$ cat config.mk
export PLATFORM = sky130hd
export DESIGN_NAME = ddr_cmd_sequencer_flat
export DESIGN_NICKNAME = d
export VERILOG_FILES = /design/src/rtl/ddr_cmd_sequencer_pkg.sv /design/src/rtl/ddr_cmd_sequencer_if.sv /design/src/rtl/ddr_cmd_sequencer_refresh.sv /design/src/rtl/ddr_cmd_sequencer.sv /design/src/flat_wrapper.sv
export SDC_FILE = /design/constraint.sdc
export NUM_CORES = 1
export LEC_CHECK = 0
export ABC_AREA = 1
export ABC_CLOCK_PERIOD_IN_PS = 4900
export CAP_MARGIN = 40
export CORE_MARGIN = 10
export CORE_UTILIZATION = 60
export DETAILED_ROUTE_END_ITERATION = 6
export DONT_BUFFER_PORTS = 1
export MAX_ROUTING_LAYER = met4
export PLACE_DENSITY = 0.87
export SETUP_SLACK_MARGIN = 0.4
export SLEW_MARGIN = 25
export SYNTH_ARGS = -nofsm -noshare
export SYNTH_HDL_FRONTEND = slang
export SYNTH_HIERARCHICAL = 1
export SYNTH_SLANG_ARGS = --single-unit
$ cat constraint.sdc
create_clock -name clk -period 4.9 [get_ports clk]
set_clock_uncertainty 0.05 [all_clocks]
set_input_delay 0.98 -clock clk [delete_from_list [all_inputs] [get_ports clk]]
set_output_delay 0.98 -clock clk [all_outputs]
set_load 0.02 [all_outputs]
$ cat src/rtl/ddr_cmd_sequencer_pkg.sv
`default_nettype none
// +----------------------------------------------------------------------+
// | ddr_cmd_pkg                                                          |
// | Shared DDR command encodings, FSM states and bus widths.             |
// | Revision: 1.0                                                        |
// +----------------------------------------------------------------------+
package ddr_cmd_pkg;

    localparam int c_BA_W  = 2;
    localparam int c_ROW_W = 13;
    localparam int c_COL_W = 10;

    // {ras, cas, we}, all active low on the pins
    localparam logic [2:0] c_CMD_NOP = 3'b111;
    localparam logic [2:0] c_CMD_ACT = 3'b011;
    localparam logic [2:0] c_CMD_RD  = 3'b101;
    localparam logic [2:0] c_CMD_WR  = 3'b100;
    localparam logic [2:0] c_CMD_PRE = 3'b010;
    localparam logic [2:0] c_CMD_REF = 3'b001;

    typedef enum logic [3:0] {
        ST_IDLE     = 4'd0,
        ST_ACT      = 4'd1,
        ST_WAIT_RCD = 4'd2,
        ST_RW       = 4'd3,
        ST_WAIT_PRE = 4'd4,
        ST_PRE      = 4'd5,
        ST_WAIT_RP  = 4'd6,
        ST_REF      = 4'd7,
        ST_WAIT_RFC = 4'd8
    } state_t;

    function automatic int max2(input int a, input int b);
        return (a > b) ? a : b;
    endfunction

endpackage
`default_nettype wire

$ cat src/rtl/ddr_cmd_sequencer_if.sv
`default_nettype none
// +----------------------------------------------------------------------+
// | ddr_cmd_sequencer_if                                                 |
// | Request handshake and issue strobes between requester and sequencer. |
// | Revision: 1.0                                                        |
// +----------------------------------------------------------------------+
interface ddr_cmd_sequencer_if;
    import ddr_cmd_pkg::*;

    logic               req_valid;
    logic               req_ready;
    logic               req_we;
    logic [c_BA_W-1:0]  req_ba;
    logic [c_ROW_W-1:0] req_row;
    logic [c_COL_W-1:0] req_col;
    logic               rd_issued;
    logic               wr_issued;

    modport master (
        output req_valid, req_we, req_ba, req_row, req_col,
        input  req_ready, rd_issued, wr_issued
    );

    modport slave (
        input  req_valid, req_we, req_ba, req_row, req_col,
        output req_ready, rd_issued, wr_issued
    );
endinterface
`default_nettype wire

$ cat src/rtl/ddr_cmd_sequencer_refresh.sv
`default_nettype none
// +----------------------------------------------------------------------+
// | ddr_refresh_timer                                                    |
// | Free-running refresh interval counter with a sticky pending flag.    |
// | Revision: 1.0                                                        |
// +----------------------------------------------------------------------+
module ddr_refresh_timer #(
    parameter int T_REFI = 780
) (
    input  wire  clk,
    input  wire  rst,
    input  wire  ref_ack,
    output logic ref_pending
);
    localparam int c_CNT_W = (T_REFI > 1) ? $clog2(T_REFI) : 1;
    localparam logic [c_CNT_W-1:0] c_LAST = c_CNT_W'(T_REFI - 1);

    logic [c_CNT_W-1:0] r_cnt;
    logic               w_wrap;

    assign w_wrap = (r_cnt == c_LAST);

    // A wrap wins over the acknowledge so a refresh is never lost
    always_ff @(posedge clk or posedge rst) begin
        if (rst) begin
            r_cnt       <= '0;
            ref_pending <= 1'b0;
        end else begin
            r_cnt <= w_wrap ? '0 : r_cnt + c_CNT_W'(1);
            if (w_wrap) begin
                ref_pending <= 1'b1;
            end else if (ref_ack) begin
                ref_pending <= 1'b0;
            end
        end
    end
endmodule
`default_nettype wire

$ cat src/rtl/ddr_cmd_sequencer.sv
`default_nettype none
// +----------------------------------------------------------------------+
// | ddr_cmd_sequencer                                                    |
// | Closed-page ACT/RD-WR/PRE sequencer with periodic AUTO REFRESH.      |
// | Revision: 1.0                                                        |
// +----------------------------------------------------------------------+
module ddr_cmd_sequencer
    import ddr_cmd_pkg::*;
#(
    parameter int T_RCD  = 3,
    parameter int T_RAS  = 6,
    parameter int T_WR   = 2,
    parameter int T_RP   = 3,
    parameter int T_RFC  = 10,
    parameter int T_REFI = 780
) (
    input  wire                     clk,
    input  wire                     rst,
    ddr_cmd_sequencer_if.slave      req,
    output logic                    ref_busy,
    output logic                    cke,
    output logic                    ras,
    output logic                    cas,
    output logic                    we,
    output logic [c_BA_W-1:0]       ba,
    output logic [c_ROW_W-1:0]      addr
);
    localparam int c_DLY_MAX = max2(T_RFC, T_RAS + T_WR + T_RCD);
    localparam int c_DLY_W   = $clog2(c_DLY_MAX + 1);

    // PRECHARGE cycle relative to ACTIVE at 1; the RW command sits at 1+T_RCD
    localparam int c_P_WR        = max2(1 + T_RAS, 2 + T_RCD + T_WR);
    localparam int c_P_RD        = max2(1 + T_RAS, 2 + T_RCD);
    localparam int c_PRE_WAIT_WR = c_P_WR - T_RCD - 2;
    localparam int c_PRE_WAIT_RD = c_P_RD - T_RCD - 2;

    state_t               r_state;
    logic [c_DLY_W-1:0]   r_cnt;
    logic                 r_cke;
    logic [2:0]           r_cmd;
    logic [c_BA_W-1:0]    r_cmd_ba;
    logic [c_ROW_W-1:0]   r_cmd_addr;
    logic                 r_ref_busy;
    logic                 r_rd_issued;
    logic                 r_wr_issued;
    logic                 r_req_we;
    logic [c_BA_W-1:0]    r_req_ba;
    logic [c_COL_W-1:0]   r_req_col;

    logic                 w_ref_pending;
    logic                 w_ref_ack;
    logic                 w_ready;
    logic [c_DLY_W-1:0]   w_pre_wait;

    ddr_refresh_timer #(
        .T_REFI (T_REFI)
    ) u_refresh (
        .clk         (clk),
        .rst         (rst),
        .ref_ack     (w_ref_ack),
        .ref_pending (w_ref_pending)
    );

    assign w_ref_ack  = (r_state == ST_REF);
    assign w_ready    = (r_state == ST_IDLE) && !w_ref_pending && r_cke;
    assign w_pre_wait = r_req_we ? c_DLY_W'(c_PRE_WAIT_WR) : c_DLY_W'(c_PRE_WAIT_RD);

    assign req.req_ready = w_ready;
    assign req.rd_issued = r_rd_issued;
    assign req.wr_issued = r_wr_issued;

    assign cke            = r_cke;
    assign {ras, cas, we} = r_cmd;
    assign ba             = r_cmd_ba;
    assign addr           = r_cmd_addr;
    assign ref_busy       = r_ref_busy;

    // The state names the command visible on the pins in the same cycle
    always_ff @(posedge clk or posedge rst) begin
        if (rst) begin
            r_state     <= ST_IDLE;
            r_cnt       <= '0;
            r_cke       <= 1'b0;
            r_cmd       <= c_CMD_NOP;
            r_cmd_ba    <= '0;
            r_cmd_addr  <= '0;
            r_ref_busy  <= 1'b0;
            r_rd_issued <= 1'b0;
            r_wr_issued <= 1'b0;
            r_req_we    <= 1'b0;
            r_req_ba    <= '0;
            r_req_col   <= '0;
        end else begin
            r_cke       <= 1'b1;
            r_cmd       <= c_CMD_NOP;
            r_rd_issued <= 1'b0;
            r_wr_issued <= 1'b0;
            case (r_state)
                ST_IDLE: begin
                    if (w_ref_pending) begin
                        r_state    <= ST_REF;
                        r_cmd      <= c_CMD_REF;
                        r_cmd_ba   <= '0;
                        r_cmd_addr <= '0;
                        r_ref_busy <= 1'b1;
                    end else if (req.req_valid && w_ready) begin
                        r_state    <= ST_ACT;
                        r_cmd      <= c_CMD_ACT;
                        r_cmd_ba   <= req.req_ba;
                        r_cmd_addr <= req.req_row;
                        r_req_we   <= req.req_we;
                        r_req_ba   <= req.req_ba;
                        r_req_col  <= req.req_col;
                    end
                end
                ST_ACT: begin
                    r_state <= ST_WAIT_RCD;
                    r_cnt   <= c_DLY_W'(T_RCD - 2);
                end
                ST_WAIT_RCD: begin
                    if (r_cnt == '0) begin
                        r_state     <= ST_RW;
                        r_cmd       <= r_req_we ? c_CMD_WR : c_CMD_RD;
                        r_cmd_ba    <= r_req_ba;
                        r_cmd_addr  <= {{(c_ROW_W - c_COL_W){1'b0}}, r_req_col};
                        r_wr_issued <= r_req_we;
                        r_rd_issued <= !r_req_we;
                    end else begin
                        r_cnt <= r_cnt - c_DLY_W'(1);
                    end
                end
                ST_RW: begin
                    if (w_pre_wait == '0) begin
                        r_state    <= ST_PRE;
                        r_cmd      <= c_CMD_PRE;
                        r_cmd_ba   <= r_req_ba;
                        r_cmd_addr <= '0;
                    end else begin
                        r_state <= ST_WAIT_PRE;
                        r_cnt   <= w_pre_wait - c_DLY_W'(1);
                    end
                end
                ST_WAIT_PRE: begin
                    if (r_cnt == '0) begin
                        r_state    <= ST_PRE;
                        r_cmd      <= c_CMD_PRE;
                        r_cmd_ba   <= r_req_ba;
                        r_cmd_addr <= '0;
                    end else begin
                        r_cnt <= r_cnt - c_DLY_W'(1);
                    end
                end
                ST_PRE: begin
                    r_state <= ST_WAIT_RP;
                    r_cnt   <= c_DLY_W'(T_RP - 2);
                end
                ST_WAIT_RP: begin
                    if (r_cnt == '0) begin
                        r_state <= ST_IDLE;
                    end else begin
                        r_cnt <= r_cnt - c_DLY_W'(1);
                    end
                end
                ST_REF: begin
                    r_state <= ST_WAIT_RFC;
                    r_cnt   <= c_DLY_W'(T_RFC - 2);
                end
                ST_WAIT_RFC: begin
                    if (r_cnt == '0) begin
                        r_state    <= ST_IDLE;
                        r_ref_busy <= 1'b0;
                    end else begin
                        r_cnt <= r_cnt - c_DLY_W'(1);
                    end
                end
                default: begin
                    r_state <= ST_IDLE;
                end
            endcase
        end
    end
endmodule
`default_nettype wire
$ cat src/flat_wrapper.sv
// flat-port wrapper written by rule: the top's interface ports become plain ports
module ddr_cmd_sequencer_flat import ddr_cmd_pkg::*;
#(
    parameter int T_RCD  = 3,
    parameter int T_RAS  = 6,
    parameter int T_WR   = 2,
    parameter int T_RP   = 3,
    parameter int T_RFC  = 10,
    parameter int T_REFI = 780
)
  (clk, rst, ref_busy, cke, ras, cas, we, ba, addr, req_req_valid, req_req_we, req_req_ba, req_req_row, req_req_col, req_req_ready, req_rd_issued, req_wr_issued);
  ddr_cmd_sequencer_if req_i ();
  input  wire clk;
  input  wire rst;
  output logic ref_busy;
  output logic cke;
  output logic ras;
  output logic cas;
  output logic we;
  output logic [c_BA_W-1:0] ba;
  output logic [c_ROW_W-1:0] addr;
  input wire logic [$bits(req_i.req_valid)-1:0] req_req_valid;
  input wire logic [$bits(req_i.req_we)-1:0] req_req_we;
  input wire logic [$bits(req_i.req_ba)-1:0] req_req_ba;
  input wire logic [$bits(req_i.req_row)-1:0] req_req_row;
  input wire logic [$bits(req_i.req_col)-1:0] req_req_col;
  output wire logic [$bits(req_i.req_ready)-1:0] req_req_ready;
  output wire logic [$bits(req_i.rd_issued)-1:0] req_rd_issued;
  output wire logic [$bits(req_i.wr_issued)-1:0] req_wr_issued;
  assign req_i.req_valid = req_req_valid;
  assign req_i.req_we = req_req_we;
  assign req_i.req_ba = req_req_ba;
  assign req_i.req_row = req_req_row;
  assign req_i.req_col = req_req_col;
  assign req_req_ready = req_i.req_ready;
  assign req_rd_issued = req_i.rd_issued;
  assign req_wr_issued = req_i.wr_issued;
  ddr_cmd_sequencer #(.T_RCD(T_RCD), .T_RAS(T_RAS), .T_WR(T_WR), .T_RP(T_RP), .T_RFC(T_RFC), .T_REFI(T_REFI)) u_core (.clk(clk), .rst(rst), .req(req_i), .ref_busy(ref_busy), .cke(cke), .ras(ras), .cas(cas), .we(we), .ba(ba), .addr(addr));
endmodule
==> flow_metrics.tcl <==
set metrics [dict create \
    outcome "finished clean" \
    drtIter0Drc 241 \
    grtUsageTotal_pct 16.3 \
    synth.avg_cell_area_sq_um 8.04 \
    synth.cells.most_frequent "nand2_1 (118), dfrtp_1 (51), inv_1 (36), nand3_1 (34), nor2_1 (31)" \
    syn_inst 345 \
    fin_setup_tns_ns 0 \
    power_mw 1.78 \
    multi_input_area_sq_mm 0.00121 \
    synth_nets 376 \
    cpPeakStageDelay_ns 0.45 \
    tightest_slew_ns 0.732 \
    die_w_um 88.0 \
    root_buffer "clkbuf_8" \
    busiest_layer "met2" \
    ys_types 30 \
    cap_violations 0 \
    die_h_um 88.0 \
    synth_compound_area_share_pct 6.63 \
    n_antenna_cell 0 \
    antenna_left 0 \
    synth_xor_xnor_area_share_pct 1.58 \
    yosysSeqAreaShare_pct 48.9 \
    nets 377 \
    crit_start "u_core/r_state[1]" \
    yosys_warnings 6 \
    relSlewSlack_pct 51.2 \
    finalSetupViolCount 0 \
    numPortBuffers 0 \
    final-seq-area_sq_mm 0.00136 \
    grt_pass1_vias 2071 \
    r2r-start "u_core/r_cnt[0]" \
    end_kind "output pin" \
    setup.worst_path.start_class "register" \
    start_util_pct 62.8 \
    finalWeightedCongestion 0.991 \
    drive_gt1_share_pct 11.8 \
    muxShareOfSynthArea_pct 0 \
    yosysTopAreaCell "dfrtp_1" \
    reg2reg_slack_ns 2.90 \
    drc 0 \
    yosysMostFrequentCell "nand2_1" \
    fillerInstances 389 \
    synth-main-ff-cell "dfrtp_1" \
    critPathKind "reg2out" \
    final_max_slew_viol_count 0 \
    htree_levels 2 \
    cp.required_ns 3.87 \
    clk_pin_slew_worst_paths_ns 0.10 \
    crit_fanout 9 \
    ctsResizeCount 0 \
    cts_hold_buf 0 \
    grt_pass1_wl_um 9720 \
    path_buf_inv 1 \
    synthArstFlopShare_pct 100 \
    overflow 0 \
    rsz0062_at_grt "no" \
    ys_top_cells_by_area "dfrtp_1 (46%), nand2_1 (16%), nand3_1 (6.1%)" \
    critPathTopFamily "simple AND/OR/NAND/NOR gates" \
    post-route-util_pct 65.2 \
    met3_usage_pct 4.27 \
    grt_max_degree 44 \
    wl_per_cell_um 14.7 \
    grtUsageMet2_pct 24.9 \
    ys_ff_latch 54 \
    routed_wirelength_um 5860 \
    die_area_sq_mm 0.00774 \
    synth_fa_ha_area_share_pct 0.903 \
    num_rows 24 \
    path_depth 5 \
    synth_top_area_share_pct 46.0 \
    clock_path_buffers 2 \
    vias_per_cell 5.49 \
    cts_tree "done" \
    cts_sinks 54 \
    crit_path_end "req_req_ready" \
    synth-edff-count 0 \
    cts_made_buffers 5 \
    post_cts_buffers 0 \
    synthesis.area_sq_mm 0.00277 \
    hold_violations 0 \
    worstPathArrival_ns 1.48 \
    synthSimpleGateAreaFrac_pct 34.4 \
    hpwl_um 4420 \
    reg2reg_depth 7 \
    vias 2189 \
    leakage_nw 1.55 \
    r2r-end "u_core/ba[0]" \
    crit_path_top_delay_cell "dfrtp_1" \
    hp-class "reg2reg" \
    p_per_area_mw_per_mm2 617 \
    fmax_mhz 398 \
    hold_path_startpoint "u_core/u_refresh/r_cnt[0]" \
    ios 52 \
    period_share_pct 51.3 \
    synth_top_family_by_area "simple AND/OR/NAND/NOR gates" \
    core_area_sq_mm 0.00441 \
    peakVddDrop_uv 298 \
    post-route-min-period_ns 2.51 \
    antenna_found_initial 0 \
    use_met1_pct 20.7 \
    area_delta_synth_final_pct 3.84 \
    clk-insertion-delay-late_ns 0.32 \
    path_cells "nor2_2, nand2_4, nor2_4, inv_2, nor2_8" \
    first_pass_iters 4 \
]
-- cells by family after synthesis --
kind of cell               count (synthesis)
xor gates and xnor gates                   5
and+or+nand+nor                          208
AOI/OAI and AO/OA                         29
buffers and inverters                     46
adders and majority gates                  2
DFF                                       54
other                                      1
-- cell usage in the layout (no fill, tap or decap), drive strengths merged --
master   instances
nor2            42
nand2          124
clkbuf           5
conb             1
o22ai            7
xor2             3
buf              1
nand3           38
ha               2
o21ai           13
o2111ai          1
a21oi            8
xnor2            2
clkinv           1
dfstp            3
dfrtp           51
nor3             1
nand4            3
inv             41
-- metal layers --
metal / vias to the layer above / share of wire, %
li1: 1092 / -
met1: 1013 / 42
met2: 76 / 48
met3: 8 / 8.3
met4: 0 / 1.5
met5: - / 0
-- worst reg2reg max path: stages, from the launching register on --
cell and delay (ns):
dfrtp_1 0.39, inv_1 0.12, ha_1 0.20, nand3_1 0.28, o21ai_4 0.47, nand2_4 0.20, nand2_1 0.14, nand2_1 0.06
-- flip-flops by register name (all words and copies together), names as in the netlist, 2 cells and up --
register and cells:
u_core/r_cmd 3, u_core/r_state 4, u_core/ba 2, u_core/r_req_col 10, u_core/r_cnt 4, u_core/r_req_ba 2
u_core/addr 13, u_core/u_refresh/r_cnt 10
-- layout make-up --
type	count	share of cell area [%]
clock inverter	3	0.913
timing repair buffer	1	0.261
sequential	54	47.1
clock buffer	5	2.39
inverter	39	5.08
tap	52	2.26
multi-input combinational	245	42.0
-- how the worst min path moves through the flow --
| stage | to | slack, ns | cells after the start |
|---|---|---|---|
| finish | u_core/u_refresh/r_cnt[0] | 0.43 | 1 |
| global route | u_core/r_cnt[1] | 0.46 | 2 |
| CTS | u_core/u_refresh/r_cnt[0] | 0.43 | 1 |
| detailed placement | u_core/r_cnt[1] | 0.42 | 2 |
| global placement | u_core/r_req_ba[0] | 0.41 | 2 |
| floorplan | u_core/req.rd_issued | 0.39 | 1 |
-- where the power goes --
group	total, mW	switching (mW)	internal [mW]
combinational	0.730	0.506	0.225
sequential	0.787	0.184	0.603
clock	0.260	0.154	0.105
total	1.78	0.844	0.933
-- through the flow --
| step | hold slack, ns | std cells | worst slack, ns | instance area, sq um |
|---|---|---|---|---|
| floorplan | 0.386 | 345 | 2.84 | 2770 |
| global placement | 0.406 | 391 | 2.78 | 2780 |
| detailed placement | 0.422 | 391 | 2.73 | 2780 |
| CTS | 0.435 | 399 | 2.39 | 2880 |
| global route | 0.458 | 399 | 2.29 | 2880 |
| finish | 0.432 | 399 | 2.39 | 2880 |
No activity file was read; power rests on OpenSTA's default activity.
